--- src/rtl/seg_scan_decoder.sv ---
// seg_scan_decoder
//   Receive side of a multiplexed 4-digit 7-segment display. It samples the
//   scanned segment/anode bus and sorts each dwell into one of four digit
//   slots. It decodes every slot back to a hex nibble and publishes a frame
//   once all four slots have been captured.
//
// Parameters
//   SETTLE   sampled cycles an must hold one valid value before capture (>=1)
//   TIMEOUT  cycles without a capture before the frame is flagged stale (>=8)
//
// Ports
//   clk          in   system clock, rising edge
//   rst          in   asynchronous active-high reset
//   seg[6:0]     in   segment bus {g,f,e,d,c,b,a}, active-low
//   an[3:0]      in   anode bus, active-low; an[3]=digit0 (leftmost) .. an[0]=digit3
//   digits_hex   out  {digit0,digit1,digit2,digit3}, one nibble per digit
//   blank[3:0]   out  per-digit: pattern was all-off (nibble reads 0)
//   bad[3:0]     out  per-digit: pattern not decodable (nibble reads 0)
//   frame_valid  out  one-cycle pulse when digits_hex/blank/bad update
//   stale        out  no capture for TIMEOUT cycles; clears on the next frame
//   an_err       out  one-cycle pulse: sampled an had more than one bit low
//
// Bit b of an, blank and bad, and nibble b of digits_hex, all belong to the
// same digit. The slot storage is therefore indexed directly by anode bit.
module seg_scan_decoder #(
    parameter int SETTLE  = 1,
    parameter int TIMEOUT = 1024
) (
    input  logic        clk,
    input  logic        rst,
    input  logic [6:0]  seg,
    input  logic [3:0]  an,
    output logic [15:0] digits_hex,
    output logic [3:0]  blank,
    output logic [3:0]  bad,
    output logic        frame_valid,
    output logic        stale,
    output logic        an_err
);

    localparam int CNT_W  = $clog2(SETTLE + 1);
    localparam int IDLE_W = $clog2(TIMEOUT);
    localparam logic [CNT_W-1:0]  SETTLE_C = CNT_W'(SETTLE);
    localparam logic [IDLE_W-1:0] IDLE_MAX = IDLE_W'(TIMEOUT - 1);

    typedef enum logic [1:0] {S_IDLE, S_SETTLING, S_HELD} state_t;

    // Returns {blank, bad, nibble}.
    function automatic logic [5:0] decode_seg(input logic [6:0] p);
        case (p)
            7'h40: return 6'h00;
            7'h79: return 6'h01;
            7'h24: return 6'h02;
            7'h30: return 6'h03;
            7'h19: return 6'h04;
            7'h12: return 6'h05;
            7'h02: return 6'h06;
            7'h78: return 6'h07;
            7'h00: return 6'h08;
            7'h10: return 6'h09;
            7'h08: return 6'h0A;
            7'h03: return 6'h0B;
            7'h46: return 6'h0C;
            7'h21: return 6'h0D;
            7'h06: return 6'h0E;
            7'h0E: return 6'h0F;
            7'h7F: return 6'b10_0000;
            default: return 6'b01_0000;
        endcase
    endfunction

    logic [6:0]        r_seg;
    logic [3:0]        r_an;
    logic [3:0]        r_an_prev;
    state_t            r_state;
    logic [CNT_W-1:0]  r_stable_cnt;
    logic [IDLE_W-1:0] r_idle_cnt;
    logic [3:0]        r_seen;
    logic [15:0]       r_slot_nib;
    logic [3:0]        r_slot_blank;
    logic [3:0]        r_slot_bad;
    logic [15:0]       r_digits;
    logic [3:0]        r_blank;
    logic [3:0]        r_bad;
    logic              r_frame_valid;
    logic              r_stale;
    logic              r_an_err;

    logic [3:0]        w_an_low;
    logic              w_an_none;
    logic              w_an_valid;
    logic              w_an_multi;
    logic              w_same;
    logic              w_held;
    logic [CNT_W-1:0]  w_cnt_next;
    logic              w_capture;
    logic              w_complete;
    logic [5:0]        w_dec;
    logic [3:0]        w_seen_all;
    logic [15:0]       w_frame_nib;
    logic [3:0]        w_frame_blank;
    logic [3:0]        w_frame_bad;

    assign w_an_low   = ~r_an;
    assign w_an_none  = (r_an == 4'hF);
    // Exactly one bit low: non-zero and a power of two once inverted.
    assign w_an_valid = !w_an_none && ((w_an_low & (w_an_low - 4'd1)) == 4'd0);
    assign w_an_multi = !w_an_none && !w_an_valid;
    assign w_same     = (r_an == r_an_prev);
    // HELD means this dwell was already captured; wait for an to move.
    assign w_held     = (r_state == S_HELD) && w_same;
    assign w_dec      = decode_seg(r_seg);
    assign w_seen_all = r_seen | w_an_low;

    always_comb begin
        w_cnt_next = '0;
        if (w_an_valid) begin
            if (!w_same)
                w_cnt_next = CNT_W'(1);
            else if (r_stable_cnt == SETTLE_C)
                w_cnt_next = SETTLE_C;
            else
                w_cnt_next = r_stable_cnt + CNT_W'(1);
        end
    end

    assign w_capture  = w_an_valid && !w_held && (w_cnt_next == SETTLE_C);
    assign w_complete = w_capture && (w_seen_all == 4'hF);

    // The completing slot contributes its fresh decode, not its old storage.
    always_comb begin
        w_frame_nib   = r_slot_nib;
        w_frame_blank = r_slot_blank;
        w_frame_bad   = r_slot_bad;
        for (int b = 0; b < 4; b++) begin
            if (w_an_low[b]) begin
                w_frame_nib[b*4 +: 4] = w_dec[3:0];
                w_frame_blank[b]      = w_dec[5];
                w_frame_bad[b]        = w_dec[4];
            end
        end
    end

    // Slot data: validity comes from r_seen, so no reset is needed here.
    always_ff @(posedge clk) begin
        if (w_capture) begin
            for (int b = 0; b < 4; b++) begin
                if (w_an_low[b]) begin
                    r_slot_nib[b*4 +: 4] <= w_dec[3:0];
                    r_slot_blank[b]      <= w_dec[5];
                    r_slot_bad[b]        <= w_dec[4];
                end
            end
        end
    end

    // Sampling, dwell tracking, frame assembly and timeout.
    always_ff @(posedge clk or posedge rst) begin
        if (rst) begin
            r_seg         <= 7'h7F;
            r_an          <= 4'hF;
            r_an_prev     <= 4'hF;
            r_state       <= S_IDLE;
            r_stable_cnt  <= '0;
            r_idle_cnt    <= '0;
            r_seen        <= 4'h0;
            r_digits      <= 16'h0000;
            r_blank       <= 4'hF;
            r_bad         <= 4'h0;
            r_frame_valid <= 1'b0;
            r_stale       <= 1'b1;
            r_an_err      <= 1'b0;
        end else begin
            r_seg         <= seg;
            r_an          <= an;
            r_an_prev     <= r_an;
            r_stable_cnt  <= w_cnt_next;
            r_an_err      <= w_an_multi;
            r_frame_valid <= w_complete;

            if (!w_an_valid)
                r_state <= S_IDLE;
            else if (w_capture || w_held)
                r_state <= S_HELD;
            else
                r_state <= S_SETTLING;

            // A capture always beats the timeout in the same cycle.
            if (w_capture) begin
                r_idle_cnt <= '0;
                if (w_complete) begin
                    r_seen   <= 4'h0;
                    r_stale  <= 1'b0;
                    r_digits <= w_frame_nib;
                    r_blank  <= w_frame_blank;
                    r_bad    <= w_frame_bad;
                end else begin
                    r_seen <= w_seen_all;
                end
            end else if (r_idle_cnt == IDLE_MAX) begin
                r_stale <= 1'b1;
                r_seen  <= 4'h0;
            end else begin
                r_idle_cnt <= r_idle_cnt + IDLE_W'(1);
            end
        end
    end

    assign digits_hex  = r_digits;
    assign blank       = r_blank;
    assign bad         = r_bad;
    assign frame_valid = r_frame_valid;
    assign stale       = r_stale;
    assign an_err      = r_an_err;

endmodule

--- config.mk ---
export PLATFORM = sky130hd
export DESIGN_NAME = seg_scan_decoder
export DESIGN_NICKNAME = d
export VERILOG_FILES = /design/src/rtl/seg_scan_decoder.sv
export SDC_FILE = /design/constraint.sdc
export NUM_CORES = 1
export LEC_CHECK = 0
export BUFFER_PORTS_ARGS = -buffer_cell sky130_fd_sc_hd__buf_4
export CORE_ASPECT_RATIO = 0.5
export CORE_MARGIN = 4
export CORE_UTILIZATION = 53
export DETAILED_ROUTE_END_ITERATION = 12
export GPL_ROUTABILITY_DRIVEN = 1
export PLACE_DENSITY = 0.74
export SLEW_MARGIN = 40
export SYNTH_ARGS = -nofsm -noshare
export SYNTH_HDL_FRONTEND = slang
export SYNTH_SLANG_ARGS = --single-unit
--- constraint.sdc ---
create_clock -name clk -period 2.4 [get_ports clk]
set_input_delay 0.36 -clock clk [delete_from_list [all_inputs] [get_ports clk]]
set_output_delay 0.36 -clock clk [all_outputs]
set_load 0.02 [all_outputs]
After elaboration in Yosys (flattened, before gate mapping)
Cells that the tools add are included.
- bits of input ports: 13
- flip-flop bits (word level): 83
- output and inout port bits: 27
- multiplexer cells: 26
- bitwise logic cells: 3
- add/subtract/negate cells: 3
- reductions and logical operators: 15
- equal/unequal tests: 23
- operator list (kind ; number):
    one-hot mux 6 bit (17 select lines) ; 1
    equality test 7 bit (second input constant) ; 5
    two-way mux 4 bit ; 7
    equality test 7 x 5 -> 1 bit (second input constant) ; 3
    equality test 7 x 6 -> 1 bit (second input constant) ; 3
    two-way mux 10 bit ; 2
    equality test 7 x 2 -> 1 bit (second input constant) ; 2
    equality test 7 x 4 -> 1 bit (second input constant) ; 2
    two-way mux 1 bit ; 14
    adder 10 x 1 -> 10 bit (second input constant) ; 1
    equality test 10 bit (second input constant) ; 1
    equality test 4 bit (second input constant) ; 2
    equality test 7 x 3 -> 1 bit (second input constant) ; 1
    zero test 7 bit ; 1
    logical AND 1 bit ; 6
    bitwise AND 4 bit ; 1
    equality test 4 bit ; 1
    zero test 4 bit ; 1
    two-way mux 2 bit ; 2
    inverter 4 bit ; 1
    bitwise OR 4 bit ; 1
    AND reduction 2 bit ; 2
    subtractor 4 x 1 -> 4 bit (second input constant) ; 1
    zero test 1 bit ; 3
    6 further kinds ; 6

Depth between registers and ports, before layout
- depth after elaboration: 10
- mapped depth: 7
- gate-level depth less buffers: 6

Worst setup path after synthesis
Ideal clock, no wire load.
- path type: flip-flop to flip-flop
- start point: register r_an[2]
- end point: register r_slot_bad[0], enable pin
- setup time: 0.398 ns
- path buffers: 2
- data arrival time: 2.223 ns
- clock period less this slack: 2.621 ns
- data required time: 2.002 ns
- cell stages (with the launch flop): 7
- slack: -0.221 ns
- cells stage by stage: dfstp_2 buf_2 inv_2 o311ai_4 o21ai_2 inv_2 clkbuf_1
- cells in the longest elaborated chain, start to end: 7
- ends and longest elaborated chain (element ; RTL line ; text):
    start, declared ; 73 ; logic [3:0] r_an;
    start signal, assigned ; 175 ; r_an <= an;
    inverter 4 bit ; 104 ; assign w_an_low = ~r_an;
    subtractor 4 x 1 -> 4 bit ; 107 ; assign w_an_valid = !w_an_none && ((w_an_low & (w_an_low - 4'd1)) == 4'd0);
    bitwise AND 4 bit ; 107 ;
    zero test 4 bit ; 107 ;
    logical AND 1 bit ; 107 ;
    two-way mux 1 bit or logical AND 1 bit (tied branches) ; 117, 127 ;
    logical AND 1 bit (*) ; 127 ; assign w_capture = w_an_valid && !w_held && (w_cnt_next == SETTLE_C);
    named net w_capture ; 96 ; logic w_capture;
    end signal, assigned by index ; 151 ; r_slot_bad[b] <= w_dec[4];
    end, declared ; 81 ; logic [3:0] r_slot_bad;
The timed path passes the listed nets; every way through them passes the cells marked *.
A chain may end at the register's enable or synchronous reset.

Worst setup path in the final report
- start point: register r_an[3]
- end point: register r_digits[5] (netlist: digits_hex[5])
- cells in the longest elaborated chain, start to end: 9
- ends and longest elaborated chain (element ; RTL line ; text):
    inverter 4 bit ; 104 ;
    subtractor 4 x 1 -> 4 bit ; 107 ;
    bitwise AND 4 bit ; 107 ;
    zero test 4 bit ; 107 ;
    logical AND 1 bit ; 107 ;
    two-way mux 1 bit or logical AND 1 bit (tied branches) ; 117, 127 ;
    logical AND 1 bit ; 127 ;
    logical AND 1 bit ; 128 ; assign w_complete = w_capture && (w_seen_all == 4'hF);
    AND reduction 2 bit (no source line) (*) ; - ;
    end signal, assigned ; 194 ; r_digits <= w_frame_nib;
    end, declared ; 82 ; logic [15:0] r_digits;
Every way passes the cells marked *; elsewhere a longest branch is shown, timed or not.

==> flow_summary.json <==
{
  "outcome": "complete, no violations",
  "postCtsSetupBuffers": 0,
  "critPathArrivalTime_ns": 2.49,
  "htree_levels": 3,
  "ctsResizeCount": 0,
  "grt_pass1_vias": 2480,
  "finalHoldViolCount": 0,
  "worst_ir_drop_vdd_mv": 0.433,
  "vias": 2513,
  "seq_area_frac_synth_pct": 58.4,
  "yosys-top-cells-area": "dfrtp_1 (25%), edfxtp_1 (19%), dfstp_2 (14%)",
  "post_drt_wl_per_cell_um": 17.5,
  "drv_cap": 0,
  "met2_wirelength_um": 3680,
  "wirelength_met1_um": 3460,
  "p_seq_share_pct": 44.9,
  "cpPeakStageDelay_ns": 0.69,
  "end_kind": "flip-flop",
  "clock_latency_ns": 0.34,
  "cp.required_ns": 2.61,
  "grt_pass1_wl_um": 12600,
  "start_util_pct": 55.5,
  "port_buffers": 39,
  "finalCritPeriodShare_pct": 95.0,
  "p_sw_mw": 1.29,
  "wl_met3_um": 377,
  "clkPwrFrac_pct": 30.4,
  "cp_num_buf_inv": 2,
  "power_frac_comb_pct": 24.6,
  "r2r-end": "digits_hex[5]$_DFFE_PP0P_",
  "setup_violations": 0,
  "path_cells": "inv_1 -> o311ai_4 -> o21ai_2 -> nor2_4 -> buf_12 -> mux2_1",
  "netlist_area_mm2": 0.00376,
  "synthArstFlopShare_pct": 70.7,
  "fin_cells": 438,
  "multi_input_area_mm2": 0.00142,
  "synthFlopType": "dfrtp_1",
  "netSwitchingFraction_pct": 29.5,
  "pwr_density_cell_mw_per_mm2": 983,
  "synthesis.nets": 312,
  "clockRootBuffer": "clkbuf_16",
  "hpwl_um": 5220,
  "nets": 355,
  "slew_viol_final": 0,
  "internal-power_mw": 3.09,
  "cts-buffers-inserted": 9,
  "drive_gt1_share_pct": 35.0,
  "achievable-frequency_ghz": 0.439,
  "grt_overflow": 0,
  "finalWirelength_um": 7660,
  "ys_seq_elements": 82,
  "fin_setup_tns_ns": 0,
  "min_period_ns": 2.28,
  "cts_tree": "done",
  "avgSynthCellArea_um2": 12.6,
  "crit_fanout": 25,
  "via_per_inst": 5.74,
  "antenna_cells": 0,
  "grt.total_usage_pct": 19.6,
  "leakagePower_nw": 1.84,
  "rows": 21,
  "dr.first_iter.drc_count": 212,
  "antenna_found_initial": 0,
  "fin_skew_ns": 0.00920,
  "slew_headroom_pct": 58.9,
  "die_h_um": 67.6,
  "yosysMostFrequentCell": "dfrtp_1",
  "rsz0062_at_grt": "no",
  "gp_congestion": 0.864,
  "pin_count": 40,
  "power_mw": 4.38,
  "cts_hold_buf": 0,
  "fill_cells": 517,
  "rr_worst_depth": 6,
  "cp_top_family": "flip-flops",
  "r2r_slack_ns": 0.12,
  "yosysTopAreaCellShare_pct": 25.3,
  "cts.clk_slew.worst_paths_ns": 0.06,
  "syn2layout_area_growth_pct": 18.5,
  "rr_startpoint": "r_an[3]$_DFF_PP1_",
  "ff_latch_area_mm2": 0.00220,
  "drt-pass1-iter-count": 4,
  "synth_edf_count": 24,
  "synth.distinct_cells": 59,
  "startpoint_type": "flip-flop",
  "min_path_type": "input pin to asynchronous set/reset pin",
  "grt_start_max_net_pins": 59,
  "clockBufferDepth": 2,
  "dp.cells": 422,
  "path_class": "flip-flop to flip-flop",
  "utilization_pct": 65.8,
  "yosysWarningCount": 0,
  "crit_slowest_cell": "dfstp_2",
  "yosysTopAreaCell": "dfrtp_1",
  "core_mm2": 0.00678,
  "cts_sinks": 82,
  "netlist_top_cells_count": "dfrtp_1 (38), edfxtp_1 (24), nor2_1 (23)",
  "ant_nets": 0,
  "worst_slew_pin_slew_ns": 0.613,
  "netlist_instances": 298,
  "dieArea_mm2": 0.00860,
  "drc": 0,
  "topRoutingLayerUsed": "met4",
  "fp.dieW_um": 127
}
-- layer usage --
layer	track usage [%]	vias up
met2	32.2	64
met4	8.02	0
met5	0	-
met1	24.3	1253
met3	6.56	15
li1	-	1181
-- power groups by stage --
stage / clock network (mW) / registers, mW / logic, mW
floorplan: 0 / 2.18 / 0.434
finish: 1.33 / 1.97 / 1.08
global route: 1.44 / 2.01 / 1.15
detailed placement: 0 / 1.99 / 1.10
global placement: 0 / 1.97 / 1.07
CTS: 1.37 / 1.97 / 1.10
-- metrics by stage --
step | hold slack, ns | cell area, um^2 | setup WS [ns]
6_report | 0.0768 | 4460 | 0.120
5_1_grt | 0.0975 | 4460 | 0.0291
4_1_cts | 0.0808 | 4460 | 0.113
3_5_place_dp | 0.451 | 4170 | 0.140
3_3_place_gp | 0.443 | 4170 | 0.201
2_1_floorplan | 0.352 | 3770 | 0.223
-- logic make-up after synthesis --
| group | Yosys count | synth area share [%] |
|---|---|---|
| compound gates | 52 | 11.3 |
| mux | 32 | 9.84 |
| flops | 82 | 58.4 |
| buf+inv | 26 | 3.86 |
| xor+xnor | 12 | 2.79 |
| fa+ha+maj | 1 | 0.332 |
| other cells | 1 | 0.0996 |
| simple gates | 92 | 13.4 |
-- sequential cells by signal (all words and copies together) (netlist names), 2 cells and up --
register / count
r_slot_blank: 4
digits_hex: 16
r_seg: 7
r_slot_nib: 16
r_slot_bad: 4
r_an: 4
r_state: 2
bad: 4
r_an_prev: 4
blank: 4
r_idle_cnt: 10
r_seen: 4
-- cells in the final DEF (no fill, tap or decap), types with 2 or more instances in the layout --
cell / n
xor2_1: 4
nand4b_1: 2
nor2_1: 23
a31oi_1: 5
inv_2: 3
mux2_2: 18
nor3_1: 12
a32o_2: 3
clkbuf_16: 10
or3b_1: 3
inv_1: 8
o211ai_1: 3
nand3b_1: 3
a21oi_1: 3
o21ai_1: 7
buf_12: 3
nand4_1: 2
o21ai_0: 6
a211oi_1: 2
clkbuf_1: 2
a2bb2oi_1: 4
dfstp_2: 20
buf_4: 44
a211o_1: 2
nand3_1: 9
dfrtp_1: 38
xnor2_1: 8
mux2_1: 10
nand2b_1: 3
o21a_1: 3
nor4_1: 5
or2_2: 3
mux2_4: 3
o31ai_1: 2
edfxtp_1: 24
nand2_1: 15
or3_1: 4
-- final cells by class --
type,instances,area share (%)
Inverter,11,0.926
Clock inverter,3,0.505
Multi-Input combinational cell,190,31.9
Timing Repair Buffer,47,8.75
Tap cell,92,2.58
Clock buffer,13,6.09
Sequential cell,82,49.3
-- tightest hold or removal path, stage by stage --
cell and delay [ns]:
buf_4 0.11, inv_2 0.05, buf_12 0.28
-- worst max path at each step --
stage	startpoint	end	slack, ns	cells after the start
2_1_floorplan	r_an[2]$_DFF_PP1_	r_slot_bad[0]$_DFFE_PP_	0.22	6
3_5_place_dp	r_an[3]$_DFF_PP1_	digits_hex[1]$_DFFE_PP0P_	0.14	6
3_3_place_gp	r_an[3]$_DFF_PP1_	digits_hex[14]$_DFFE_PP0P_	0.20	6
5_1_grt	r_an[3]$_DFF_PP1_	digits_hex[6]$_DFFE_PP0P_	0.03	6
4_1_cts	r_an[3]$_DFF_PP1_	digits_hex[5]$_DFFE_PP0P_	0.11	6
6_report	r_an[3]$_DFF_PP1_	digits_hex[5]$_DFFE_PP0P_	0.12	6
Note: power is estimated with default switching activity, not from simulation.
